==> config.mk <==
export PLATFORM = sky130hd
export DESIGN_NAME = neuron_mac
export DESIGN_NICKNAME = d
export VERILOG_FILES = /design/src/rtl/nn_pkg.sv /design/src/rtl/sat_to_addr.sv /design/src/rtl/neuron_mac.sv
export SDC_FILE = /design/constraint.sdc
export NUM_CORES = 1
export LEC_CHECK = 0
export BUFFER_PORTS_ARGS = -buffer_cell sky130_fd_sc_hd__buf_2
export CAP_MARGIN = 20
export CORE_ASPECT_RATIO = 1.25
export CORE_UTILIZATION = 55
export DETAILED_ROUTE_END_ITERATION = 10
export PLACE_DENSITY = 0.77
export SYNTH_ARGS = -nofsm -noshare
export SYNTH_HDL_FRONTEND = slang
export SYNTH_SLANG_ARGS = --single-unit
==> constraint.sdc <==
create_clock -name clk -period 2.3 [get_ports clk]
set_input_delay 0.23 -clock clk [delete_from_list [all_inputs] [get_ports clk]]
set_output_delay 0.23 -clock clk [all_outputs]
set_load 0.005 [all_outputs]
==> src/rtl/nn_pkg.sv <==
// Shared definitions for the neural-network datapath blocks: MAC state
// encoding, elaboration-time sizing helpers and the accumulator width rule.
package nn_pkg;

    typedef enum logic [1:0] {
        ACCUM = 2'd0,
        DRAIN = 2'd1,
        SAT   = 2'd2,
        OUT   = 2'd3
    } mac_state_e;

    function automatic int clog2(input int value);
        int r;
        int v;
        r = 0;
        v = value - 1;
        while (v > 0) begin
            r = r + 1;
            v = v >> 1;
        end
        return r;
    endfunction

    // The accumulator must hold N_INPUTS full-scale products plus the bias without wrapping.
    function automatic bit acc_width_ok(input int data_width, input int n_inputs,
                                        input int acc_width);
        return (acc_width >= 2 * data_width + clog2(n_inputs) + 1);
    endfunction

endpackage

==> src/rtl/sat_to_addr.sv <==
// Converts a signed accumulator into an offset-binary LUT address:
// arithmetic shift, clamp to the signed address range, then invert the MSB.
module sat_to_addr #(
    parameter int ACC_WIDTH  = 24,
    parameter int SHIFT      = 4,
    parameter int ADDR_WIDTH = 8
) (
    input  logic [ACC_WIDTH-1:0]  acc,
    output logic [ADDR_WIDTH-1:0] addr
);

    localparam logic signed [ACC_WIDTH-1:0] S_MAX =
        ACC_WIDTH'((64'sd1 <<< (ADDR_WIDTH - 1)) - 64'sd1);
    localparam logic signed [ACC_WIDTH-1:0] S_MIN = ~S_MAX;

    logic signed [ACC_WIDTH-1:0] s;

    always_comb begin
        s = $signed(acc) >>> SHIFT;
        if (s > S_MAX) begin
            addr = '1;
        end else if (s < S_MIN) begin
            addr = '0;
        end else begin
            addr = {~s[ADDR_WIDTH-1], s[ADDR_WIDTH-2:0]};
        end
    end

endmodule

==> src/rtl/neuron_mac.sv <==
// One-neuron pipelined multiply-accumulate with bias, producing an
// activation-LUT address per N_INPUTS accepted beats under valid/ready.
module neuron_mac
    import nn_pkg::*;
#(
    parameter int DATA_WIDTH = 8,
    parameter int N_INPUTS   = 16,
    parameter int ACC_WIDTH  = 24,
    parameter int SHIFT      = 4,
    parameter int ADDR_WIDTH = 8
) (
    input  logic                    clk,
    input  logic                    rst_n,
    input  logic                    in_valid,
    output logic                    in_ready,
    input  logic [DATA_WIDTH-1:0]   in_x,
    input  logic [DATA_WIDTH-1:0]   in_w,
    input  logic [2*DATA_WIDTH-1:0] in_bias,
    output logic                    out_valid,
    input  logic                    out_ready,
    output logic [ADDR_WIDTH-1:0]   addr_out
);

    localparam int PW    = 2 * DATA_WIDTH;
    localparam int CNT_W = (N_INPUTS > 1) ? clog2(N_INPUTS) : 1;
    localparam logic [CNT_W-1:0] LAST_BEAT = CNT_W'(N_INPUTS - 1);

    if (N_INPUTS < 1 || !acc_width_ok(DATA_WIDTH, N_INPUTS, ACC_WIDTH)) begin : g_bad_params
        $error("neuron_mac: ACC_WIDTH too small for DATA_WIDTH/N_INPUTS");
    end

    mac_state_e                  state_q, state_d;
    logic [CNT_W-1:0]            cnt_q, cnt_d;
    logic signed [ACC_WIDTH-1:0] acc_q, acc_d;
    logic signed [PW-1:0]        prod_q, prod_d;
    logic                        prod_vld_q, prod_vld_d;
    logic                        out_valid_q, out_valid_d;
    logic [ADDR_WIDTH-1:0]       addr_q, addr_d;

    logic                        accept;
    logic [ADDR_WIDTH-1:0]       addr_sat;
    logic signed [PW-1:0]        x_ext, w_ext;
    logic signed [ACC_WIDTH-1:0] prod_ext, bias_ext;

    assign accept   = (state_q == ACCUM) && in_valid;
    assign x_ext    = {{DATA_WIDTH{in_x[DATA_WIDTH-1]}}, in_x};
    assign w_ext    = {{DATA_WIDTH{in_w[DATA_WIDTH-1]}}, in_w};
    assign prod_ext = {{(ACC_WIDTH-PW){prod_q[PW-1]}}, prod_q};
    assign bias_ext = {{(ACC_WIDTH-PW){in_bias[PW-1]}}, in_bias};

    sat_to_addr #(
        .ACC_WIDTH (ACC_WIDTH),
        .SHIFT     (SHIFT),
        .ADDR_WIDTH(ADDR_WIDTH)
    ) u_sat_to_addr (
        .acc (acc_q),
        .addr(addr_sat)
    );

    always_comb begin
        state_d     = state_q;
        cnt_d       = cnt_q;
        acc_d       = acc_q;
        prod_d      = prod_q;
        prod_vld_d  = 1'b0;
        out_valid_d = out_valid_q;
        addr_d      = addr_q;

        case (state_q)
            ACCUM: begin
                if (prod_vld_q) begin
                    acc_d = acc_q + prod_ext;
                end
                if (accept) begin
                    prod_d     = x_ext * w_ext;
                    prod_vld_d = 1'b1;
                    // Beat 0 never has a product in flight, so the bias load cannot lose one.
                    if (cnt_q == '0) begin
                        acc_d = bias_ext;
                    end
                    if (cnt_q == LAST_BEAT) begin
                        state_d = DRAIN;
                    end else begin
                        cnt_d = cnt_q + 1'b1;
                    end
                end
            end
            DRAIN: begin
                if (prod_vld_q) begin
                    acc_d = acc_q + prod_ext;
                end
                state_d = SAT;
            end
            SAT: begin
                addr_d      = addr_sat;
                out_valid_d = 1'b1;
                state_d     = OUT;
            end
            OUT: begin
                if (out_ready) begin
                    out_valid_d = 1'b0;
                    cnt_d       = '0;
                    state_d     = ACCUM;
                end
            end
            default: begin
                state_d = ACCUM;
            end
        endcase
    end

    always_ff @(posedge clk or negedge rst_n) begin
        if (!rst_n) begin
            state_q     <= ACCUM;
            cnt_q       <= '0;
            acc_q       <= '0;
            prod_q      <= '0;
            prod_vld_q  <= 1'b0;
            out_valid_q <= 1'b0;
            addr_q      <= '0;
        end else begin
            state_q     <= state_d;
            cnt_q       <= cnt_d;
            acc_q       <= acc_d;
            prod_q      <= prod_d;
            prod_vld_q  <= prod_vld_d;
            out_valid_q <= out_valid_d;
            addr_q      <= addr_d;
        end
    end

    assign in_ready  = (state_q == ACCUM);
    assign out_valid = out_valid_q;
    assign addr_out  = addr_q;

endmodule
== Word-level counts from Yosys, hierarchy flattened ==
Index checks and enable logic that the tools add are counted.

* Register bits after elaboration: 56
* Word-level logic and storage cells: 49
* Output and inout port bits: 10
* Bits of input ports: 36

* Muxes and demuxes: 18
* Equal/unequal tests: 8
* Reduce and logical (&&, ||, !) cells: 10
* Add/sub/neg operators: 2
* Bitwise gates (word level): 1
* Magnitude comparators: 2
* Multiply operators: 1

{| class="wikitable"
|+ Operators with widths
! cell !! number
|-
| $mux 24 || 3
|-
| $pmux 24 s2 || 1
|-
| $add 24x16->24 || 1
|-
| $gt 20x8->1 const B || 1
|-
| $lt 20x8->1 const B || 1
|-
| $mul 8x8->16 || 1
|-
| $mux 8 || 2
|-
| $mux 4 || 3
|-
| $pmux 2 s4 || 1
|-
| $pmux 4 s2 || 1
|-
| $mux 2 || 3
|-
| $reduce_bool 2->1 || 3
|-
| $add 4x1->4 const B || 1
|-
| $eq 2x2->1 const B || 2
|-
| $eq 4x4->1 const B || 1
|-
| $logic_not 4->1 || 1
|-
| $ne 2x1->1 const B || 2
|-
| $ne 2x2->1 const B || 2
|-
| $reduce_and 2->1 || 2
|-
| $reduce_and 4->1 || 1
|-
| $mux 1 || 3
|-
| $reduce_and 3->1 || 1
|-
| $eq 2x1->1 const B || 1
|-
| $logic_not 2->1 || 1
|-
| 3 further kinds || 3
|}

== Longest topological paths before layout ==
Gate-level depths: netlist of run 1.

* Word-level depth: 5
* Gate-level depth with buffers: 18
* Gate-level depth less buffers: 18

== By module ==
Synthesis of run 1 repeated with hierarchy kept, for this count alone.

* Cell total of the unflattened synthesis: 662
* Area, all modules: 6,002.0 um^2

{| class="wikitable"
|+ Modules (own cells, without submodules)
! module !! area an instance (um^2) !! sequential area each (um^2) !! instances !! cells an instance
|-
| neuron_mac || 5,880.6 || 1,401.3 || 1 || 646
|-
| sat_to_addr || 121.4 || 0.0 || 1 || 16
|}

== Worst setup path after synthesis of run 1 ==
No wires, ideal clock.

* Path kind: input to register
* Start: input port in_x[7]
* End: register prod_q[15]
* Path buffers: 0
* Arrival time: 4.107 ns
* Required time: 2.167 ns
* Library setup time: 0.133 ns
* Stages: 16
* Setup slack: -1.941 ns
* Cell sequence: and2_1 > fa_1 > inv_1 > fa_1 > inv_1 > fa_1 > inv_1 > fa_1 > inv_1 > ha_1 > and2_1 > o21ai_0 > o31ai_1 > o41a_1 > xnor2_1 > o21ai_0

* Word-level cells in the longest chain between the ends: 1

{| class="wikitable"
|+ Ends and longest elaborated chain
! element !! line !! text
|-
| from (decl) || neuron_mac.sv:16 || <nowiki>input logic [DATA_WIDTH-1:0] in_x,</nowiki>
|-
| $mul 8x8->16 || neuron_mac.sv:75 || <nowiki>prod_d = x_ext * w_ext;</nowiki>
|-
| to (signal assigned) || neuron_mac.sv:125 || <nowiki>prod_q <= prod_d;</nowiki>
|-
| to (decl) || neuron_mac.sv:35 || <nowiki>logic signed [PW-1:0] prod_q, prod_d;</nowiki>
|}

No other way between the ends.
A chain may end at the register's enable or synchronous reset.

== Worst setup path in the final report of run 1 ==
* Start: input port in_w[5]
* End: register prod_q[12]

* Word-level cells in the longest chain between the ends: 1

{| class="wikitable"
|+ Ends and longest elaborated chain
! element !! line !! text
|-
| from (decl) || neuron_mac.sv:17 || <nowiki>input logic [DATA_WIDTH-1:0] in_w,</nowiki>
|-
| $mul 8x8->16 || neuron_mac.sv:75 ||
|}

No other way between the ends.

==> key figures, run 1 <==
Status
  • Status: finished, violations left
  • Failing checks: setup timing

Final layout
  • ANT cells: 0
  • Fillers: 592
  • Share of layout cells above drive strength 1: 37.8%
  • Finished Cell Area: 0.00859 sq mm
  • Synth-to-Final Area Change: 41.4%
  • Nets@finish: 1,015
  • Utilization after layout: 80.5%

Logic synthesis
  • Synthesized instance count: 673
  • Synth Area per Inst: 9.02 sq um
  • Dominant synthesized flop cell: dfrtp_1
  • Synthesized cell area: 0.00607 sq mm
  • Ranking of synthesized cells by area: dfrtp_1 23%, fa_1 18%, ha_1 12%, inv_1 5.9%, and2_1 4.9%
  • Asr flop ratio synth: 100%
  • Post-synth top area cell: dfrtp_1
  • Post-synth net total: 823
  • Post-synth EDFFs: 0
  • Most frequent cells after synthesis: 95 x inv_1, 58 x ha_1, 56 x dfrtp_1, 56 x fa_1, 48 x and2_1
  • Post-synthesis sequential area ratio: 23.1%
  • #FFs+latches synth: 56
  • Share of the synthesized area in the top cell type: 23.1%
  • Synth cell types: 51
  • Top-count cell post-synth: inv_1
  • Warnings from Yosys: 0

Die
  • Initial Util: 56.9%
  • I/O pin count: 46
  • Row Count: 42
  • DIE AREA: 0.0115 sq mm
  • Die width: 96.0 um
  • CORE AREA: 0.0107 sq mm
  • Die Span Y: 119 um

Critical path
  • Crit. Startpoint: in_w[5]
  • Critical path required time: 2.49 ns
  • CP peak stage delay: 0.55 ns
  • Most used cell along the critical path: fa_1
  • Crit path max-delay family: adder cells
  • Critical path buffers and inverters: 5
  • Setup CP Type: primary input to flip-flop
  • Critical path cell sequence: clkbuf_4, nand2_1, fa_1, fa_1, inv_1, fa_1, inv_2, fa_1, inv_2, ha_4, buf_6, a21oi_4, o21bai_1, a21oi_2, o21bai_1, a21oi_1, xor2_1, o21ai_1
  • Crit-path slowest cell: fa_1
  • FF-to-FF Start: acc_q[0]
  • Worst-path fanout max: 7
  • Critical Path Sink Type: flip-flop
  • CP Data Arrival Time: 4.13 ns
  • Critical path launch point type: primary input
  • Reg2Reg Depth: 12
  • Stages on worst setup path: 18

Clock network
  • Htree depth: 2
  • Clock Sinks: 56
  • Clock Tree Root: clkbuf_16
  • Clock buffer depth: 2
  • CTS clock-pin slew for the worst setup and hold paths: 0.07 ns
  • Clk Latency, worst-skew pair: 0.31 ns
  • CTS tree: yes
  • Total CTS buffers: 5

Global routing
  • GRT busiest layer: met2
  • Total gr overflow: 0
  • Met1 usage in global routing: 31.4%
  • First-pass GRT wire length: 28.0 mm
  • GR Layer Usage met3: 3.51%
  • Largest net degree at the start of global routing: 32
  • Vias in the first global route: 6,208
  • Initial antenna violation count: 0
  • Global Route Usage Sum: 31.3%
  • Grt met2 use: 60.5%

Power
  • Overall power: 13.9 mW
  • Cell Pwr Density: 1620 mW/mm^2
  • Maximum VDD drop: 0.631 mV
  • Leak Pwr: 4.14 nW

Timing
  • Minimum clock period: 3.94 ns
  • Relative slew margins: 46.3%
  • Worst setup margin: -1.64 ns
  • Skew final: 0.00384 ns
  • Pins Over Slew Limit: 0
  • Worst-margin pin slew: 0.800 ns
  • Final period util: 171%
  • Final setup fails: 22
  • WHS: 0.151 ns
  • Max Freq: 254 MHz
  • Unrepaired setup endpoints after global routing: yes
  • Final Hold Fails: 0

Placed design
  • DPL Wire Length: 12.5 mm
  • Placer Congestion: 0.903
  • Area post-placement: 0.00766 sq mm
  • Port buffer count: 45

Worst hold path
  • Worst Min Path Start: out_ready
  • Worst Hold Depth: 2
  • HP Class: primary input to flip-flop

Drt
  • Vias per cell: 5.90
  • Routed vias: 5,892
  • Routed wire per std cell: 18.7 um
  • Final antenna-violating net count: 0
  • Routed wire length: 18.7 mm
  • # DRC: 0
  • DR iter-0 viols: 379
  • First drt pass iteration count: 5

Job
  • Max-cap violations: 0
-- worst reg2reg max path: stages, from the launching register on --
cell,delay (ns)
dfrtp_1,0.40
ha_2,0.21
inv_2,0.05
fa_2,0.22
nor2b_4,0.06
o31ai_4,0.24
a2111oi_4,0.12
buf_4,0.18
o311ai_4,0.29
o21bai_2,0.13
a221oi_2,0.29
xnor2_1,0.12
a221o_1,0.32
-- cell type report --
cell class / instances / area (sq um) / area share, %
multi-input cells: 506 / 4900 / 57.0
clock inverters: 2 / 38.8 / 0.452
flip-flops and latches: 56 / 1400 / 16.3
inverters: 96 / 363 / 4.23
well taps: 132 / 165 / 1.92
repair buffers: 200 / 1580 / 18.4
clock buffers: 6 / 139 / 1.62
-- routing by layer --
metal	vias up	wire (um)
li1	2670	-
met1	2885	6590
met2	248	10300
met3	89	880
met4	0	974
met5	-	0
-- per-stage QoR --
| step | setup WS (ns) | instances | TNS [ns] |
|---|---|---|---|
| finish | -1.64 | 998 | -16.04 |
| global route | -1.79 | 998 | -18.51 |
| CTS | -1.56 | 992 | -14.72 |
| detailed placement | -1.97 | 971 | -20.54 |
| global placement | -1.85 | 971 | -18.83 |
| floorplan | -1.62 | 673 | -13.23 |
-- cells by family after synthesis --
group                      synth area share [%]
xor gates and xnor gates                   4.90
buffers and inverters                      7.01
AOI/OAI and AO/OA                          17.4
and+or+nand+nor                            15.8
adders and majority gates                  30.4
DFF                                        23.1
muxes                                      1.44
-- power breakdown --
group | switching [mW] | internal [mW] | total, mW
Combinational | 5.56 | 5.56 | 11.1
Sequential | 0.427 | 1.45 | 1.88
Clock | 0.371 | 0.546 | 0.917
Total | 6.36 | 7.56 | 13.9
-- placed cells by master, fill, tap and decap left out, types with 3 or more instances in the layout --
| master | Yosys | layout |
|---|---|---|
| buf_4 | 0 | 135 |
| inv_1 | 95 | 81 |
| dfrtp_1 | 56 | 55 |
| fa_1 | 56 | 51 |
| nand2_1 | 42 | 39 |
| nor2_1 | 44 | 39 |
| ha_1 | 58 | 35 |
| and2_1 | 48 | 34 |
| buf_2 | 1 | 31 |
| buf_6 | 1 | 25 |
| a21oi_1 | 38 | 24 |
| o22ai_1 | 23 | 22 |
| a21o_1 | 22 | 22 |
| o21ai_0 | 33 | 21 |
| ha_4 | 0 | 19 |
| xnor2_1 | 20 | 18 |
| inv_2 | 1 | 14 |
| and2_4 | 0 | 14 |
| xor2_1 | 14 | 14 |
| nand4_1 | 11 | 11 |
| a21oi_2 | 0 | 10 |
| nor3_1 | 10 | 9 |
| o21ai_1 | 2 | 9 |
| o21a_1 | 6 | 6 |
| a221o_1 | 6 | 6 |
| nand3_1 | 6 | 5 |
| o21ai_2 | 0 | 5 |
| nor4_1 | 6 | 5 |
| fa_2 | 0 | 5 |
| clkbuf_16 | 0 | 5 |
| buf_8 | 0 | 5 |
| nand2b_1 | 4 | 4 |
| mux2_2 | 6 | 4 |
| a31oi_1 | 5 | 4 |
| nor2_2 | 0 | 4 |
| a21oi_4 | 0 | 4 |
| ha_2 | 0 | 4 |
| nor2b_1 | 8 | 3 |
| nor2b_4 | 0 | 3 |
| o31ai_4 | 0 | 3 |
-- repair_timing --
| action | CTS | global route |
|---|---|---|
| endpoints found under the hold margin | 25 | 0 |
| pin swaps | 51 | 43 |
| hold buffers | 1 | 0 |
| buffers inserted | 13 | 6 |
| resized for setup | 87 | 49 |
| endpoints found under the setup margin | 24 | 27 |
-- state kept, by name (all words and copies together), names as in the netlist --
name        flops
acc_q          24
prod_q         16
addr_out        8
cnt_q           4
state_q         2
out_valid       1
prod_vld_q      1
-- path summary, 6_finish.rpt --
check / end / slack (ns)
hold / removal: out_valid / 0.15
hold reg to reg: acc_q[3] / 0.52
max in group asynchronous: prod_q[15] / 1.24
min in group asynchronous: cnt_q[2] / 0.46
setup / recovery: prod_q[12] / -1.64
setup reg to reg: acc_q[22] / -0.44
Power figures use the tool's default switching activity.
==> run 2: changes to the inputs <==
Settings changed: RECOVER_POWER set to 25.
==> key figures, run 2 (synthesized netlist as in run 1, its figures left out) <==
Critical path
  • Most used cell along the critical path: fa_1
  • Critical path buffers and inverters: 5
  • Critical Path Sink Type: flip-flop
  • Worst-path fanout max: 7
  • Critical path required time: 2.49 ns
  • Setup CP Type: primary input to flip-flop
  • Critical path launch point type: primary input
  • CP Data Arrival Time: 4.13 ns
  • Crit-path slowest cell: fa_1
  • CP peak stage delay: 0.55 ns
  • R2R setup slack: -0.44 ns
  • Crit path max-delay family: adder cells
  • Critical path cell sequence: clkbuf_4, nand2_1, fa_1, fa_1, inv_1, fa_1, inv_2, fa_1, inv_2, ha_4, buf_6, a21oi_4, o21bai_1, a21oi_2, o21bai_1, a21oi_1, xor2_1, o21ai_1

Drt
  • Routed wire length: 18.7 mm
  • Final antenna-violating net count: 0
  • Vias per cell: 5.90
  • Routed vias: 5,892
  • DR iter-0 viols: 379
  • First drt pass iteration count: 5
  • # DRC: 0
  • Routed wire per std cell: 18.7 um

Power
  • Maximum VDD drop: 0.631 mV
  • Cell Pwr Density: 1620 mW/mm^2
  • Leak Pwr: 4.13 nW

Clock network
  • Total CTS buffers: 5
  • Htree depth: 2
  • Clock Tree Root: clkbuf_16
  • CTS tree: yes
  • CTS clock-pin slew for the worst setup and hold paths: 0.07 ns
  • Clk Latency, worst-skew pair: 0.31 ns
  • Clock buffer depth: 2
  • Clock Sinks: 56

Final layout
  • ANT cells: 0
  • Share of layout cells above drive strength 1: 37.6%
  • Biggest register: acc_q
  • Finished Cell Area: 0.00859 sq mm
  • Synth-to-Final Area Change: 41.4%
  • Max reg flops: 24
  • Most frequent cells in the layout: 135 x buf_4, 81 x inv_1, 55 x dfrtp_1
  • Most common cell after layout, fill and taps aside: buf_4
  • Nets@finish: 1,015

Placed design
  • DPL Wire Length: 12.5 mm
  • Placer Congestion: 0.903
  • Area post-placement: 0.00766 sq mm
  • Port buffer count: 45
  • Pre-CTS setup slack: -1.97 ns

Timing
  • Max Freq: 254 MHz
  • Unrepaired setup endpoints after global routing: yes
  • Worst setup margin: -1.64 ns
  • Skew final: 0.00384 ns
  • Final period util: 171%
  • Minimum clock period: 3.94 ns
  • Final setup fails: 22
  • Final TNS setup: -16.04 ns
  • Worst-margin pin slew: 1.49 ns
  • Relative slew margins: 0.734%
  • Pins Over Slew Limit: 0
  • Final Hold Fails: 0

Die
  • Die width: 96.0 um
  • Row Count: 42
  • Die Span Y: 119 um
  • I/O pin count: 46
  • DIE AREA: 0.0115 sq mm
  • Initial Util: 56.9%
  • CORE AREA: 0.0107 sq mm

Global routing
  • Vias in the first global route: 6,208
  • First-pass GRT wire length: 28.0 mm
  • Total gr overflow: 0
  • Initial antenna violation count: 0
  • Largest net degree at the start of global routing: 32
  • Global Route Usage Sum: 31.3%

Worst hold path
  • HP Class: primary input to flip-flop

Status
  • Failing checks: setup timing
  • Status: finished, violations left

Job
  • Max-cap violations: 0
==> run 2: final cells by class <==
cell class / instances / area (sq um)
Clock buffer: 6 / 139
Inverter: 96 / 363
Tap cell: 132 / 165
Fill cell: 591 / 2080
Timing Repair Buffer: 200 / 1580
Clock inverter: 2 / 38.8
Multi-Input combinational cell: 506 / 4900
Sequential cell: 56 / 1400
==> run 2: timing repair <==
| item | CTS | global route |
|---|---|---|
| endpoints found under the hold margin | 25 | 0 |
| setup buffers | 13 | 6 |
| endpoints found under the setup margin | 24 | 27 |
| pin swaps | 51 | 43 |
| resized for setup | 87 | 49 |
| hold buffers | 1 | 0 |
==> run 2: final timing paths <==
path / from / to / cells after the start
worst max-delay path: in_w[5] / prod_q[12] / 18
worst min-delay path: out_ready / out_valid / 2
worst max register to register: acc_q[0] / acc_q[22] / 12
worst min register to register: acc_q[3] / acc_q[3] / 2
max in group asynchronous: rst_n / prod_q[9] / 2
min in group asynchronous: rst_n / cnt_q[2] / 2
==> run 2: worst reg2reg max path, cell delays in order, from the launching register on <==
cell	delay, ns
dfrtp_1	0.40
ha_2	0.21
inv_2	0.05
fa_2	0.22
nor2b_4	0.06
o31ai_4	0.24
a2111oi_4	0.12
buf_4	0.18
o311ai_4	0.29
o21bai_2	0.13
a221oi_2	0.29
xnor2_1	0.12
a221o_1	0.32
==> run 2: power by group <==
part	internal [mW]	leakage (nW)	switching (mW)
clock	0.546	0.0871	0.371
sequential	1.45	0.674	0.427
combinational	5.56	3.37	5.56
total	7.56	4.13	6.36
==> run 2: metal layers <==
layer  share of wire [%]  routed length (um)  global-route usage, %
met4                 5.2                 974                   16.2
met5                   0                   0                      0
met3                 4.7                 880                   3.51
met2                  55               10300                   60.5
met1                  35                6580                   31.4
==> run 2: stage by stage <==
step                      hold WS, ns  power (mW)  utilization [%]  std cells
after detailed placement        0.270        10.8             71.8        971
final                           0.151        13.9             80.5        998
after floorplan               -0.0656        7.46                -        673
after global routing            0.158        14.9             80.5        998
after global placement          0.264        10.4             71.8        971
after CTS                       0.145        12.7             78.0        992
